**src/rtl/dmem_arb_pkg.sv**
```systemverilog
// dmem_arb_pkg
// Shared types for the two-port data-memory arbiter:
//   size_e  - access size encoding as it appears on req_size
//   state_e - sequencer states
//   req_t   - request record latched in the accept cycle
package dmem_arb_pkg;

    typedef enum logic [1:0] {
        BYTE    = 2'd0,
        HALF    = 2'd1,
        WORD    = 2'd2,
        ILLEGAL = 2'd3
    } size_e;

    typedef enum logic [1:0] {
        IDLE,
        ACCESS,
        RESP
    } state_e;

    // The record keeps the address at a fixed generous width so one type
    // serves every ADDR_W up to this value; the top zero-extends into it.
    localparam int REQ_ADDR_W = 64;

    typedef struct packed {
        logic [REQ_ADDR_W-1:0] addr;
        logic [31:0]           wdata;
        logic                  wr;
        size_e                 size;
        logic                  uns;
    } req_t;

endpackage

```
**src/rtl/dmem_lane_align.sv**
```systemverilog
// dmem_lane_align
// Purely combinational byte-lane steering for one 32-bit memory word.
//   size, off  - access size and byte offset within the word
//   wdata      - right-aligned store data
//   rdata      - raw word read from memory
//   uns        - 1 = zero-extend loads, 0 = sign-extend
//   we         - byte write-enable for the lanes touched (ungated)
//   wdata_rep  - store data replicated across all lanes
//   rdata_ext  - selected lane(s), right-aligned and extended
//   misalign   - offset not a multiple of the access size
module dmem_lane_align
    import dmem_arb_pkg::*;
(
    input  size_e       size,
    input  logic [1:0]  off,
    input  logic [31:0] wdata,
    input  logic [31:0] rdata,
    input  logic        uns,
    output logic [3:0]  we,
    output logic [31:0] wdata_rep,
    output logic [31:0] rdata_ext,
    output logic        misalign
);

    logic [7:0]  byte_sel;
    logic [15:0] half_sel;

    assign byte_sel = rdata[8*off +: 8];
    assign half_sel = off[1] ? rdata[31:16] : rdata[15:0];

    always_comb begin
        // NOTE: every output gets a default first so no path leaves one unassigned (no latch).
        we        = 4'b0000;
        wdata_rep = wdata;
        rdata_ext = rdata;
        misalign  = 1'b0;
        case (size)
            BYTE: begin
                we        = 4'b0001 << off;
                wdata_rep = {4{wdata[7:0]}};
                rdata_ext = {{24{~uns & byte_sel[7]}}, byte_sel};
            end
            HALF: begin
                misalign  = off[0];
                we        = 4'b0011 << off;
                wdata_rep = {2{wdata[15:0]}};
                rdata_ext = {{16{~uns & half_sel[15]}}, half_sel};
            end
            WORD: begin
                misalign  = (off != 2'd0);
                we        = 4'b1111;
            end
            default: begin
                we        = 4'b0000;
            end
        endcase
    end

endmodule

```
**src/rtl/dmem_arbiter.sv**
```systemverilog
// dmem_arbiter
// Round-robin arbiter and three-phase sequencer (IDLE -> ACCESS -> RESP)
// in front of a byte-lane data memory.
//   req_*      - per-port request channel; req_ready is the accept strobe
//   resp_*     - registered response; resp_valid marks the owning port
//   dmem_*     - word-aligned address, replicated write data, byte enables,
//                and the memory's combinational read word
module dmem_arbiter
    import dmem_arb_pkg::*;
#(
    parameter int MEM_BYTES = 128,
    parameter int ADDR_W    = 32
) (
    input  logic                   clk,
    input  logic                   rst_n,
    input  logic [1:0]             req_valid,
    output logic [1:0]             req_ready,
    input  logic [1:0][ADDR_W-1:0] req_addr,
    input  logic [1:0][31:0]       req_wdata,
    input  logic [1:0]             req_wr,
    input  logic [1:0][1:0]        req_size,
    input  logic [1:0]             req_unsigned,
    output logic [1:0]             resp_valid,
    input  logic [1:0]             resp_ready,
    output logic [31:0]            resp_rdata,
    output logic                   resp_err,
    output logic [ADDR_W-1:0]      dmem_addr,
    output logic [31:0]            dmem_wdata,
    output logic [3:0]             dmem_we,
    input  logic [31:0]            dmem_rdata
);

    localparam logic [REQ_ADDR_W-1:0] MEM_LIMIT = REQ_ADDR_W'(MEM_BYTES);

    state_e      state;
    logic        last_grant;
    logic        owner;
    req_t        lat;
    logic        winner;
    logic [1:0]  grant;
    logic [3:0]  lane_we;
    logic [31:0] lane_wdata;
    logic [31:0] lane_rdata;
    logic        misalign;
    logic        err;

    // Round robin: on contention the port not granted last time wins.
    always_comb begin
        if (req_valid == 2'b11) winner = ~last_grant;
        else                    winner = ~req_valid[0];
    end

    // Ready is decoded from state so it is forced low while rst_n is low.
    always_comb begin
        grant = 2'b00;
        if (rst_n && state == IDLE && |req_valid) grant[winner] = 1'b1;
    end
    assign req_ready = grant;

    dmem_lane_align u_lane (
        .size      (lat.size),
        .off       (lat.addr[1:0]),
        .wdata     (lat.wdata),
        .rdata     (dmem_rdata),
        .uns       (lat.uns),
        .we        (lane_we),
        .wdata_rep (lane_wdata),
        .rdata_ext (lane_rdata),
        .misalign  (misalign)
    );

    assign err = misalign || (lat.size == ILLEGAL) || (lat.addr >= MEM_LIMIT);

    // Enables come straight from the state register, so an async reset in
    // ACCESS removes them without waiting for an edge.
    assign dmem_we    = (state == ACCESS && lat.wr && !err) ? lane_we : 4'b0000;
    assign dmem_addr  = {lat.addr[ADDR_W-1:2], 2'b00};
    assign dmem_wdata = lane_wdata;

    // NOTE: sequential state uses non-blocking assignments only, so every register samples pre-edge values.
    always_ff @(posedge clk or negedge rst_n) begin
        if (!rst_n) begin
            state      <= IDLE;
            last_grant <= 1'b1;
            owner      <= 1'b0;
            lat        <= '0;
            resp_valid <= 2'b00;
            resp_rdata <= 32'h0;
            resp_err   <= 1'b0;
        end else begin
            case (state)
                IDLE: begin
                    if (|req_valid) begin
                        lat.addr   <= REQ_ADDR_W'(req_addr[winner]);
                        lat.wdata  <= req_wdata[winner];
                        lat.wr     <= req_wr[winner];
                        lat.size   <= size_e'(req_size[winner]);
                        lat.uns    <= req_unsigned[winner];
                        owner      <= winner;
                        last_grant <= winner;
                        state      <= ACCESS;
                    end
                end
                ACCESS: begin
                    resp_err   <= err;
                    resp_rdata <= (err || lat.wr) ? 32'h0 : lane_rdata;
                    resp_valid <= owner ? 2'b10 : 2'b01;
                    state      <= RESP;
                end
                RESP: begin
                    if (resp_ready[owner]) begin
                        resp_valid <= 2'b00;
                        resp_rdata <= 32'h0;
                        resp_err   <= 1'b0;
                        state      <= IDLE;
                    end
                end
                default: state <= IDLE;
            endcase
        end
    end

endmodule

```
**config.mk**
```make
export PLATFORM = sky130hd
export DESIGN_NAME = dmem_arbiter
export DESIGN_NICKNAME = d
export VERILOG_FILES = /design/src/rtl/dmem_arb_pkg.sv /design/src/rtl/dmem_lane_align.sv /design/src/rtl/dmem_arbiter.sv
export SDC_FILE = /design/constraint.sdc
export NUM_CORES = 1
export LEC_CHECK = 0
export CORE_MARGIN = 5
export CORE_UTILIZATION = 43
export DETAILED_ROUTE_END_ITERATION = 8
export PLACE_DENSITY = 0.8
export SLEW_MARGIN = 20
export SYNTH_ARGS = -nofsm -noshare
export SYNTH_HDL_FRONTEND = slang
export SYNTH_HIERARCHICAL = 1
export SYNTH_SLANG_ARGS = --single-unit
export TNS_END_PERCENT = 50
```
**constraint.sdc**
```tcl
create_clock -name clk -period 3.45 [get_ports clk]
set_input_delay 0.5175 -clock clk [delete_from_list [all_inputs] [get_ports clk]]
set_output_delay 0.5175 -clock clk [all_outputs]
set_load 0.02 [all_outputs]
```
* Word-level counts from Yosys, hierarchy flattened
Cells that the tools add are included.
Operators by class: equality and inequality tests 8, shift operators 3, bitwise logic cells 5, mux-type cells 32, $lt $le $gt $ge 4, reduce and logical (&&, ||, !) cells 17
Operators by type and width (number):
- $mux 32 | 6
- $pmux 32 s2 | 3
- $ge 32x8->1 const B | 1
- $shiftx 32x6->8 | 1
- $mux 16 | 1
- $mux 2 | 6
- $pmux 4 s3 | 1
- $mux 1 | 9
- $eq 2x2->1 const B | 4
- $pmux 2 s3 | 1
- $reduce_and 2->1 | 3
- $logic_and 1x1->1 | 5
- $eq 2x1->1 const B | 2
- $logic_not 2->1 | 2
- $lt 1x2->1 const B | 2
- $mux 4 | 1
- $pmux 1 s2 | 2
- $pmux 2 s2 | 1
- $reduce_bool 2->1 | 2
- $shl 1x2->4 const A | 1
- $shl 2x2->4 const A | 1
- $logic_or 1x1->1 | 3
- $not 1->1 | 3
- $and 1x1->1 | 2
- 6 further kinds | 6
Word-level totals: output and inout port bits 105, word-level logic and storage cells 80, flip-flop bits (word level) 107, input bits 174

* Depth between registers and ports, before layout
word-level depth 7, gate-level depth with buffers 11, depth with buffers taken out 8

* By module
The synthesis kept the hierarchy.
By module, submodules not included:
- dmem_arbiter | cells each 449, seq. area each 2678.8 µm², area each 4944.7 µm², instances 1
- dmem_lane_align | cells each 196, seq. area each 0.0 µm², area each 1387.6 µm², instances 1

* Worst setup path after synthesis
OpenSTA, ideal clock, no wires.
kind reg-to-output, start point register lat[2] (netlist name), end point output port dmem_we[0], path slack 0.352 ns, buffers on the path 2, required time 2.932 ns, data arrival time 2.581 ns, cell stages (with the launch flop) 11, path through dfrtp_1 > buf_1 > inv_1 > ha_1 > buf_2 > o21ai_0 > a21boi_0 > nor4_1 > nand2_1 > nor4_1 > and3_1
Between the ends: longest elaborated chain between the ends 7, elaborated cells on any way between the ends 11, those cells by class 3 x eq/ne; 3 x mux; 5 x reduce/logical
RTL lines:
- $eq 2x2->1 or $eq 2x1->1 (tied branches) | RTL line dmem_lane_align.sv:37 | case (size)
- $pmux 1 s2 * | RTL line dmem_lane_align.sv:37
- via misalign | RTL line dmem_arbiter.sv:44 | logic misalign;
- $logic_or 1x1->1 * (2 in series) | RTL line dmem_arbiter.sv:72 | assign err = misalign || (lat.size == ILLEGAL) || (lat.addr >= MEM_LIMIT);
- $logic_not 1->1 * | RTL line dmem_arbiter.sv:76 | assign dmem_we = (state == ACCESS && lat.wr && !err) ? lane_we : 4'b0000;
- $logic_and 1x1->1 * | RTL line dmem_arbiter.sv:76
- $mux 4 * | RTL line dmem_arbiter.sv:76
- end: declaration | RTL line dmem_arbiter.sv:29 | output logic [3:0] dmem_we,
The timed path passes the listed nets; every way through them passes the cells marked *.

* Final worst setup path
start point register lat[2] (netlist name), end point output port dmem_we[1]
Between the ends: longest elaborated chain between the ends 7, elaborated cells on any way between the ends 11, those cells by class 3 x eq/ne; 3 x mux; 5 x reduce/logical
RTL lines (RTL line):
- $eq 2x2->1 or $eq 2x1->1 (tied branches) | dmem_lane_align.sv:37
- $pmux 1 s2 * | dmem_lane_align.sv:37
- via misalign | dmem_arbiter.sv:44
- $logic_or 1x1->1 * (2 in series) | dmem_arbiter.sv:72
- $logic_not 1->1 * | dmem_arbiter.sv:76
- $logic_and 1x1->1 * | dmem_arbiter.sv:76
- $mux 4 * | dmem_arbiter.sv:76
Marks and branches as above.

==> run metrics <==
Critical Path End dmem_we[1]; Worst EP required 2.93 ns; Max Cap Viol 0; Worst Hold Class primary input to async pin; nets 1031; Worst R2R Start lat[2]; most common cell in the netlist dfrtp_1; status finished clean; Die Wd 131 µm; post-synth top area share 41.9%; CTS tree built; WP buf/inv 3; Synth Area in Simple Gates 14.0%; Post-Synth Adder-Cell Area 0.593%; clock sinks 107; Worst Skew 0.00710 ns; vias in the first global route 5515; CTS max path bufs 2; final WL 19300 µm; critical-path cell with the highest stage delay dfrtp_2; CORE AREA 0.0145 mm²; Antenna Nets Post-Route 0; multiplexer area fraction after synthesis 17.0%; final setup margin 0.225 ns; post-synthesis sequential area ratio 42.3%; total power 7.47 mW; area leader, netlist dfrtp_1; FF+latch area 0.00268 mm²; post-CTS setup buffers 0; antenna diode count 0; fin area 0.00921 mm²; row count 44; maximum clock frequency 310 MHz; largest net degree at the start of global routing 134; gr usage total 21.6%; first-pass GRT wire length 30400 µm; CP max stage delay 0.43 ns; setup slack, reg-to-reg 0.88 ns; Initial DRT Pass Iterations 5; initial antenna violation count 0; area of the multi-input gates 0.00307 mm²; share of cells above drive strength 1 9.78%; Placed Cells 1027; Area Overhead vs Synth 45.4%; cts hold-fix bufs 0; Max Transition Viols Final 0; post-route minimum period 3.22 ns; Worst Tran Pin Value 0.789 ns; Cell Pwr Density 812 mW/mm²; final hold vios 0; RSZ-0062 raised after global routing false; Crit. Startpoint lat[2]; Root Buffer clkbuf_16; FILL cells 1220; routed via count 5574; Vias per Instance 5.34; Synth cell types 47; area post-placement 0.00887 mm²; top_reg_cell synth dfrtp_1; CP startpoint kind flip-flop; Die Ht 131 µm; EDFF count, synth 0; VDD IR max 0.535 mV; detailed placement HPWL 14500 µm; largest cells by area after synthesis dfrtp_1 42%, mux2i_1 11%, a21oi_1 5.9%; slew margin rel. 47.4%; Initial Utilization 43.7%; R2R cell count 7; Skew-Pair Late Insertion Delay 0.35 ns; Critical Path Sink Type output pin; Worst-path clk slew 0.07 ns; total gr overflow 0; Critical Path Stages 10; xor/xnor share of the synthesized area 0%; WL per Instance 18.5 µm; Top delay family on crit path simple AND/OR/NAND/NOR gates; Finish-stage setup viols 0; crit path max fanout 8; Avg Cell Area, Syn 9.82 µm²; # DRC 0; initial drt markers 388; synth cell count leaders 106 x dfrtp_1, 76 x nor2_1, 75 x a21oi_1; Synth Register Bits 107; cell area after synthesis 0.00633 mm²; pre-CTS setup slack 0.223 ns; Synth Area in Compound Gates 16.2%; H-tree Lvls 3; hold_ws 0.0588 ns; async set or reset register ratio after synthesis 100%; P_leak 4.13 nW; critical path type flip-flop to output pin; fin crit share 93.5%; die area 0.0173 mm²; Layout Utilization 63.6%; Cells after Synth 645; buffers added on ports 276; gp weighted congestion 0.834; CP cell instances inv_1 -> ha_1 -> o21ai_0 -> a21boi_0 -> nor4_1 -> nand2_1 -> nor4_2 -> buf_4 -> and3_1 -> dlygate4sd2_1; largest family of logic cells by synthesized area multiplexers; CTS buffer count 9; Synth Warn # 6; Final TNS setup 0 ns; RR Endpoint resp_rdata[26]; CP Data Arrival Time 2.71 ns; I/O pin total 279; final instance count without filler cells 1043
[layer usage]
metal  vias up  track usage [%]  part of all wire [%]
met5         -                0                     0
met1      2656             27.7                    41
met3        22             5.08                   7.9
li1       2665                -                     -
met2       231             36.4                    50
met4         0             6.86                   1.9
[cells in the final DEF (no fill, tap or decap), drive strengths merged, types with 2 or more instances in the layout]
master	count
a211oi	2
a21oi	75
a22o	40
a22oi	22
and3	5
buf	14
bufinv	2
clkbuf	11
clkdlybuf4s50	271
conb	2
dfrtp	106
dlygate4sd2	4
ha	3
inv	5
mux2	24
mux2i	71
mux4	4
nand2	59
nand2b	5
nand3	18
nand3b	3
nor2	77
nor2b	2
nor4	6
o21ai	8
o22ai	2
o31ai	3
or2	2
[cells by family (layout without fill, tap and decap cells)]
kind of cell    count (synthesis)  in the layout
fa+ha+maj                       3              3
mux                            99             99
simple gates                  184            184
flops                         107            107
buf+inv                        96            309
compound gates                155            155
other cells                     1              2
[sequential cells by signal (all words and copies together), names as in the netlist]
signal,cells
resp_valid,2
resp_rdata,32
owner,1
state,2
dmem_addr,30
lat,38
last_grant,1
resp_err,1
[what timing repair did]
action                                  in CTS  in global routing
cloned                                       0                  0
resized for setup                            5                  1
endpoints found under the setup margin       4                  4
[power by group]
part	total, mW	leakage, nW	internal (mW)	switching [mW]
Combinational	4.24	2.70	1.91	2.33
Clock	1.13	0.156	0.661	0.474
Sequential	2.10	1.28	1.70	0.399
Total	7.47	4.13	4.27	3.20
[worst min-delay path by stage]
stage | start | to
final | rst_n | dmem_addr[17]
after global routing | rst_n | dmem_addr[17]
after CTS | rst_n | dmem_addr[13]
after detailed placement | rst_n | dmem_addr[13]
after global placement | rst_n | dmem_addr[13]
after floorplan | rst_n | dmem_addr[10]
[cell type report]
| type | count | share of cell area [%] |
|---|---|---|
| flip-flops and latches | 107 | 29.1 |
| repair buffers | 289 | 31.3 |
| clock inverters | 5 | 0.924 |
| inverters | 4 | 0.163 |
| multi-input cells | 443 | 33.4 |
| well taps | 184 | 2.50 |
| clock buffers | 11 | 2.64 |
Power figures use the tool's default switching activity.
